$ cat config.mk
export PLATFORM = sky130hd
export DESIGN_NAME = interval_timer
export DESIGN_NICKNAME = d
export VERILOG_FILES = /design/src/rtl/interval_timer_pkg.sv /design/src/rtl/interval_timer.sv
export SDC_FILE = /design/constraint.sdc
export NUM_CORES = 1
export LEC_CHECK = 0
export CORE_ASPECT_RATIO = 1.75
export CORE_MARGIN = 2
export CORE_UTILIZATION = 55
export CTS_CLUSTER_SIZE = 24
export DETAILED_ROUTE_END_ITERATION = 16
export GPL_TIMING_DRIVEN = 0
export MAX_ROUTING_LAYER = met4
export PLACE_DENSITY = 0.84
export REMOVE_ABC_BUFFERS = 1
export SLEW_MARGIN = 20
export SYNTH_ARGS = -nofsm -noshare
export SYNTH_HDL_FRONTEND = slang
export SYNTH_SLANG_ARGS = --single-unit
$ cat constraint.sdc
create_clock -name clk -period 5.7 [get_ports clk]
set_input_delay 0.855 -clock clk [delete_from_list [all_inputs] [get_ports clk]]
set_output_delay 0.855 -clock clk [all_outputs]
set_load 0.02 [all_outputs]
$ cat src/rtl/interval_timer_pkg.sv
// Shared constants for the interval timer: register map, MODE codes and FSM state encoding.
package interval_timer_pkg;

    localparam logic [1:0] TMR_CTRL   = 2'd0;
    localparam logic [1:0] TMR_PRESET = 2'd1;
    localparam logic [1:0] TMR_COUNT  = 2'd2;

    localparam logic [1:0] MODE_ONESHOT = 2'b00;
    localparam logic [1:0] MODE_RELOAD  = 2'b01;

    typedef logic [1:0] tmr_state_t;

    localparam tmr_state_t S_IDLE = 2'd0;
    localparam tmr_state_t S_LOAD = 2'd1;
    localparam tmr_state_t S_CNT  = 2'd2;
    localparam tmr_state_t S_INT  = 2'd3;

    // Only the exact reload code reloads; the reserved 1x codes fall back to one-shot.
    function automatic logic is_reload(input logic [1:0] mode);
        return mode == MODE_RELOAD;
    endfunction

endpackage

$ cat src/rtl/interval_timer.sv
// Memory-mapped down-counting timer; drives one CP0 hwint bit with a level irq
// that CP0 masks further, so this block only asserts and holds it.
module interval_timer
    import interval_timer_pkg::*;
#(
    parameter int unsigned     DW        = 32,
    parameter logic [DW-1:0]   CTRL_MASK = {{(DW-4){1'b0}}, 4'hF}
) (
    input  logic          clk,
    input  logic          clr,
    input  logic [3:0]    addr,
    input  logic          we,
    input  logic [DW-1:0] wd,
    output logic [DW-1:0] rd,
    output logic          irq
);

    localparam logic [DW-1:0] ONE_DW = DW'(1);

    logic [DW-1:0] r_ctrl;
    logic [DW-1:0] r_preset;
    logic [DW-1:0] r_count;
    tmr_state_t    r_state;
    logic          r_irq_flag;

    logic          w_wr_ctrl;
    logic          w_wr_preset;
    logic          w_en;
    logic          w_reload;
    logic          w_expire;
    logic          w_unused_addr;

    assign w_wr_ctrl     = we && (addr[3:2] == TMR_CTRL);
    assign w_wr_preset   = we && (addr[3:2] == TMR_PRESET);
    assign w_en          = r_ctrl[0];
    assign w_reload      = is_reload(r_ctrl[2:1]);
    assign w_expire      = (r_state == S_CNT) && w_en && (r_count <= ONE_DW);
    assign w_unused_addr = ^addr[1:0];

    assign irq = r_irq_flag & r_ctrl[3];

    always_ff @(posedge clk) begin
        if (clr) begin
            r_ctrl     <= '0;
            r_preset   <= '0;
            r_count    <= '0;
            r_state    <= S_IDLE;
            r_irq_flag <= 1'b0;
        end else begin
            // A bus write to CTRL overrides the one-shot self-disable in INT.
            if (w_wr_ctrl)
                r_ctrl <= wd & CTRL_MASK;
            else if ((r_state == S_INT) && w_en && !w_reload)
                r_ctrl[0] <= 1'b0;

            if (w_wr_preset)
                r_preset <= wd;

            // Setting the flag outranks every clear so no expiry is ever lost.
            if (w_expire)
                r_irq_flag <= 1'b1;
            else if (w_wr_ctrl || w_wr_preset || ((r_state == S_INT) && w_reload))
                r_irq_flag <= 1'b0;

            case (r_state)
                S_IDLE: begin
                    if (w_en)
                        r_state <= S_LOAD;
                end
                S_LOAD: begin
                    if (!w_en) begin
                        r_state <= S_IDLE;
                    end else begin
                        r_count <= r_preset;
                        r_state <= S_CNT;
                    end
                end
                S_CNT: begin
                    if (!w_en) begin
                        r_state <= S_IDLE;
                    end else if (r_count > ONE_DW) begin
                        r_count <= r_count - ONE_DW;
                    end else begin
                        r_count <= '0;
                        r_state <= S_INT;
                    end
                end
                S_INT: begin
                    if (w_reload && w_en)
                        r_state <= S_LOAD;
                    else
                        r_state <= S_IDLE;
                end
                default: r_state <= S_IDLE;
            endcase
        end
    end

    always_comb begin
        rd = '0;
        case (addr[3:2])
            TMR_CTRL:   rd = r_ctrl;
            TMR_PRESET: rd = r_preset;
            TMR_COUNT:  rd = r_count;
            default:    rd = '0;
        endcase
    end

endmodule

# Word level (Yosys, flattened, before mapping)
# Index checks and enable logic that the tools add are counted.
# classes
mul,0
n_reduce_logical,18
bitwise,1
addsub,1
order_cmp,2
eq_ne,10
muxes,15
shifts,0
div,0
# ops
op,n
$mux W32,3
$pmux W32 S3,1
$pmux W32 S2,1
$gt A32 B1 Y1 const B,1
$le A32 B1 Y1 const B,1
$sub A32 B1 Y32 const B,1
$logic_and A1 B1 Y1,8
$mux W2,4
$pmux W2 S4,1
$eq A2 B1 Y1 const B,3
$eq A2 B2 Y1 const B,3
$ne A2 B2 Y1 const B,3
$reduce_bool A2 Y1,3
$mux W1,5
$logic_not A2 Y1,2
$ne A3 B3 Y1 const B,1
$reduce_and A3 Y1,1
$logic_or A1 B1 Y1,2
$reduce_and A2 Y1,1
$and A1 B1 Y1,1
$logic_not A1 Y1,1
# word_totals
output_inout_bits,33
inputBits,39
ramBits,0
regBits,71
n_memories,0
romBits,0
latchBits,0

# Depth between registers and ports, before layout
# logic_depth
depth_word,6
mapped_depth,8
mapped_depth_nobuf,7

# Least setup slack after synthesis
# OpenSTA, ideal clock, no wires.
# synth_path
path_kind,input -> output
from,in addr[3]
to,out rd[10]
path_stages,5
t_arrival_ns,2.132
path_slack_ns,2.713
path_buffers,3
cell_sequence,clkbuf_1 nor2b_1 clkbuf_1 buf_1 a22o_1
# synth_via
elab_chain_len,2
# synth_lines
item,line,rtl
start: declaration,interval_timer.sv:11,"input logic [3:0] addr,"
"$eq A2 B2 Y1, or another cell as far along",interval_timer.sv:101,case (addr[3:2])
$pmux W32 S3 (*),interval_timer.sv:101,
end: declaration,interval_timer.sv:14,"output logic [DW-1:0] rd,"
# Every way passes the cells marked *; elsewhere a longest branch is shown, timed or not.

# Worst setup path in the final report
# layout_path
from,in addr[3]
to,out rd[18]
# Same word-level chain as after synthesis.

==> results.md <==
* Final number of hold-violating endpoints at 0
* CP Launch Type: input pin
* Crit end category: primary output
* Synth Register Bits at between 70 and 80
* Storage element area at between 1000 and 1500 µm²
* Yosys Warn Count at 0
* VDD IR max at roughly 170 µV
* Hold path start: r_preset[7]$_SDFFE_PP0P_
* Via Count at 4,320
* Reg2reg path depth at 5
* Height of the die at 118 µm
* Clock sinks at 71
* Worst-path fanout max at 28
* Pleak at approximately 1.9 nW
* Worst R2R End: r_count[4]$_SDFFE_PP0P_
* Setup ws final at ~1.6 ns
* Pre-antenna DRT Iters at 6
* Starting Density at between 50% and 60%
* Core Region at a little over 7000 µm²
* GP Congestion at 0.891
* CTS tree: done
* CP most frequent cell: clkdlybuf4s50_1
* Total Neg Setup Slack at 0 ns
* Most common cell in the netlist: nand2_1
* Worst-path clk slew at roughly 0.050 ns
* # H-tree levels at 3
* Initial antenna violation count at 0
* Post-synth top area cell: dfxtp_1
* Die Span X at 69.3 µm
* Post-CTS Hold Buffers at 0
* Vias in the first global route at ~4,200
* Post-place setup slack at around 1.6 ns
* Worst-skew pair later-pin latency at 0.34 ns
* GRT Residual Overflow at 0
* Post-CTS sizing at 0
* Synth area leaders: dfxtp_1 (35%), a21oi_1 (8.7%), nand2_1 (7.5%), a22o_1 (5.8%), clkbuf_1 (3.7%)
* Worst Hold Depth at 2
* Hold_ws at 0.466 ns
* Area added between synthesis and finish at 23.0%
* Largest net degree at the start of global routing at 75
* Seq/Total Area, Yosys at between 30% and 40%
* Max stage delay on crit path at around 0.73 ns
* Share of layout cells above drive strength 1 at under 10%
* Post-DRT Antenna Nets at 0
* Clock Tree Buf Depth at 2
* Row count at 41
* Filler cells at between 500 and 600
* Port-buffer cells at a little under 70
* # setup viols final at 0
* Post-CTS Repair Setup Buffers at 0
* Critical-path cell list: clkdlybuf4s50_1 -> nor2b_4 -> a22o_1 -> clkdlybuf4s50_1
* Syn Inst Count at around 540
* Pwr Density at 236 nW/µm²
* Crit path arrival time at around 3.2 ns
* Post-synth cell types at ~60
* Final cycle utilization of the critical path at between 70% and 80%
* Worst Skew at between 0.003 and 0.004 ns
* Reg2reg setup slack at 2.63 ns
* Achievable frequency at between 0.2 and 0.25 GHz
* Slew headroom at a little under a third
* Number of synthesized flops with an enable pin at 0
* Worst path top cell family by delay: buffers and inverters
* GR Util All Layers at a little under a third
* Outcome: complete, no violations
* Clock root buffer: clkbuf_16
* Min Tclk post-route at a little over 4 ns
* Post-Syn Area at 4110 µm²
* Multi-input logic area at about 2500 µm²
* HP Class: flop to flop
* Async S/R FF share, synth at 0%
* HPWL Detailed at ~7.6 mm
* Ranking of synthesized cells by instance count: nand2_1 (82), a21oi_1 (71), dfxtp_1 (71), clkbuf_1 (41), nor2_1 (30)
* Least-Margin Pin Slew at a little over 1 ns
* # diodes at 0
* Fin nets at ~600
* Reg2reg start: r_count[4]$_SDFFE_PP0P_
* Slew Limit Fails at 0
* Post-synthesis average cell area at 7.65 µm²
* Critical path buffers and inverters at 2
* RSZ-0062 raised after global routing: no
* CP max stage cell: nor2b_4
* I/O Pins at about 70
* Most common flop cell mapped by yosys: dfxtp_1
* Max-cap viol count at 0
* WS Path Type: input pin to primary output
* First-pass GRT wire length at 20.1 mm
* Die area at ~8200 µm²
* DR vias/cell at between 6 and 7
* Hold Path Sink: r_preset[7]$_SDFFE_PP0P_
* DR DRC count at 0
* Routed len/inst at between 15 and 20 µm
* Drt total wl at between 10 and 15 mm
* CTS buffer count at 9
* Initial drt markers at just under 400
* Worst EP required at slightly below 5 ns
* Synth top area share at ~35%
-- layer usage --
metal	vias to the layer above	track usage (%)	wire, µm
li1	2059	-	-
met4	0	14.0	235
met3	20	6.39	638
met2	182	52.3	6470
met5	-	-	0
met1	2059	34.3	4840
-- layout make-up --
cell class | count | share of cell area [%]
multi-input combinational | 407 | 49.0
sequential | 71 | 28.1
timing repair buffer | 70 | 14.2
clock buffer | 12 | 4.68
tap | 86 | 2.13
clock inverter | 4 | 1.39
inverter | 7 | 0.520
-- cells by family after synthesis --
logic type / synth area share [%]
mux: 1.71
buf+inv: 5.91
simple gates: 30.0
compound gates: 27.0
flops: 34.6
fa+ha+maj: 0.609
xor+xnor: 0.213
-- report_power, final --
group | switching [mW] | leakage, nW | internal, mW
logic | 0.0438 | 1.15 | 0.0403
clock network | 0.212 | 0.151 | 0.382
registers | 0.00729 | 0.574 | 0.505
-- registers in the layout, summed over array words and instances (netlist names) --
register and flops:
r_preset 32, r_ctrl 4, r_count 32, r_irq_flag 1
r_state 2
-- worst max-delay path by stage --
| stage | from | end | cells after the start |
|---|---|---|---|
| floorplan | addr[2] | rd[10] | 2 |
| global placement | addr[3] | r_preset[17]$_SDFFE_PP0P_ | 5 |
| detailed placement | addr[3] | rd[13] | 4 |
| CTS | addr[3] | rd[13] | 4 |
| global route | addr[3] | rd[13] | 4 |
| finish | addr[3] | rd[18] | 4 |
-- worst min-delay path, stage by stage, from the launching register on --
cell and delay [ns]:
dfxtp_1 0.31, nand2_1 0.05, a21oi_1 0.05
-- stage by stage --
stage	cells	cell area (µm²)	utilization (%)	power, mW
6_report	657	5050	69.8	1.19
5_1_grt	657	5050	69.8	1.22
4_1_cts	657	5050	69.8	1.20
3_5_place_dp	641	4740	65.6	0.607
3_3_place_gp	640	4690	64.8	0.602
2_1_floorplan	485	3890	-	0.552
-- cell usage in the layout, fill, tap and decap left out, types with 5 or more instances in the layout --
cell type / count
inv_1: 7
nand2_1: 80
o21ai_0: 9
or4_1: 7
a21oi_1: 71
a31oi_1: 17
nand2b_1: 6
clkbuf_16: 9
clkdlybuf4s50_1: 68
dfxtp_1: 71
a221oi_1: 5
a22o_1: 27
and3_1: 23
nand3_1: 20
nor3_1: 12
nor4_1: 8
nand4_1: 12
mux2i_1: 7
o211ai_1: 10
nor2_1: 29
No activity file was read; power rests on OpenSTA's default activity.
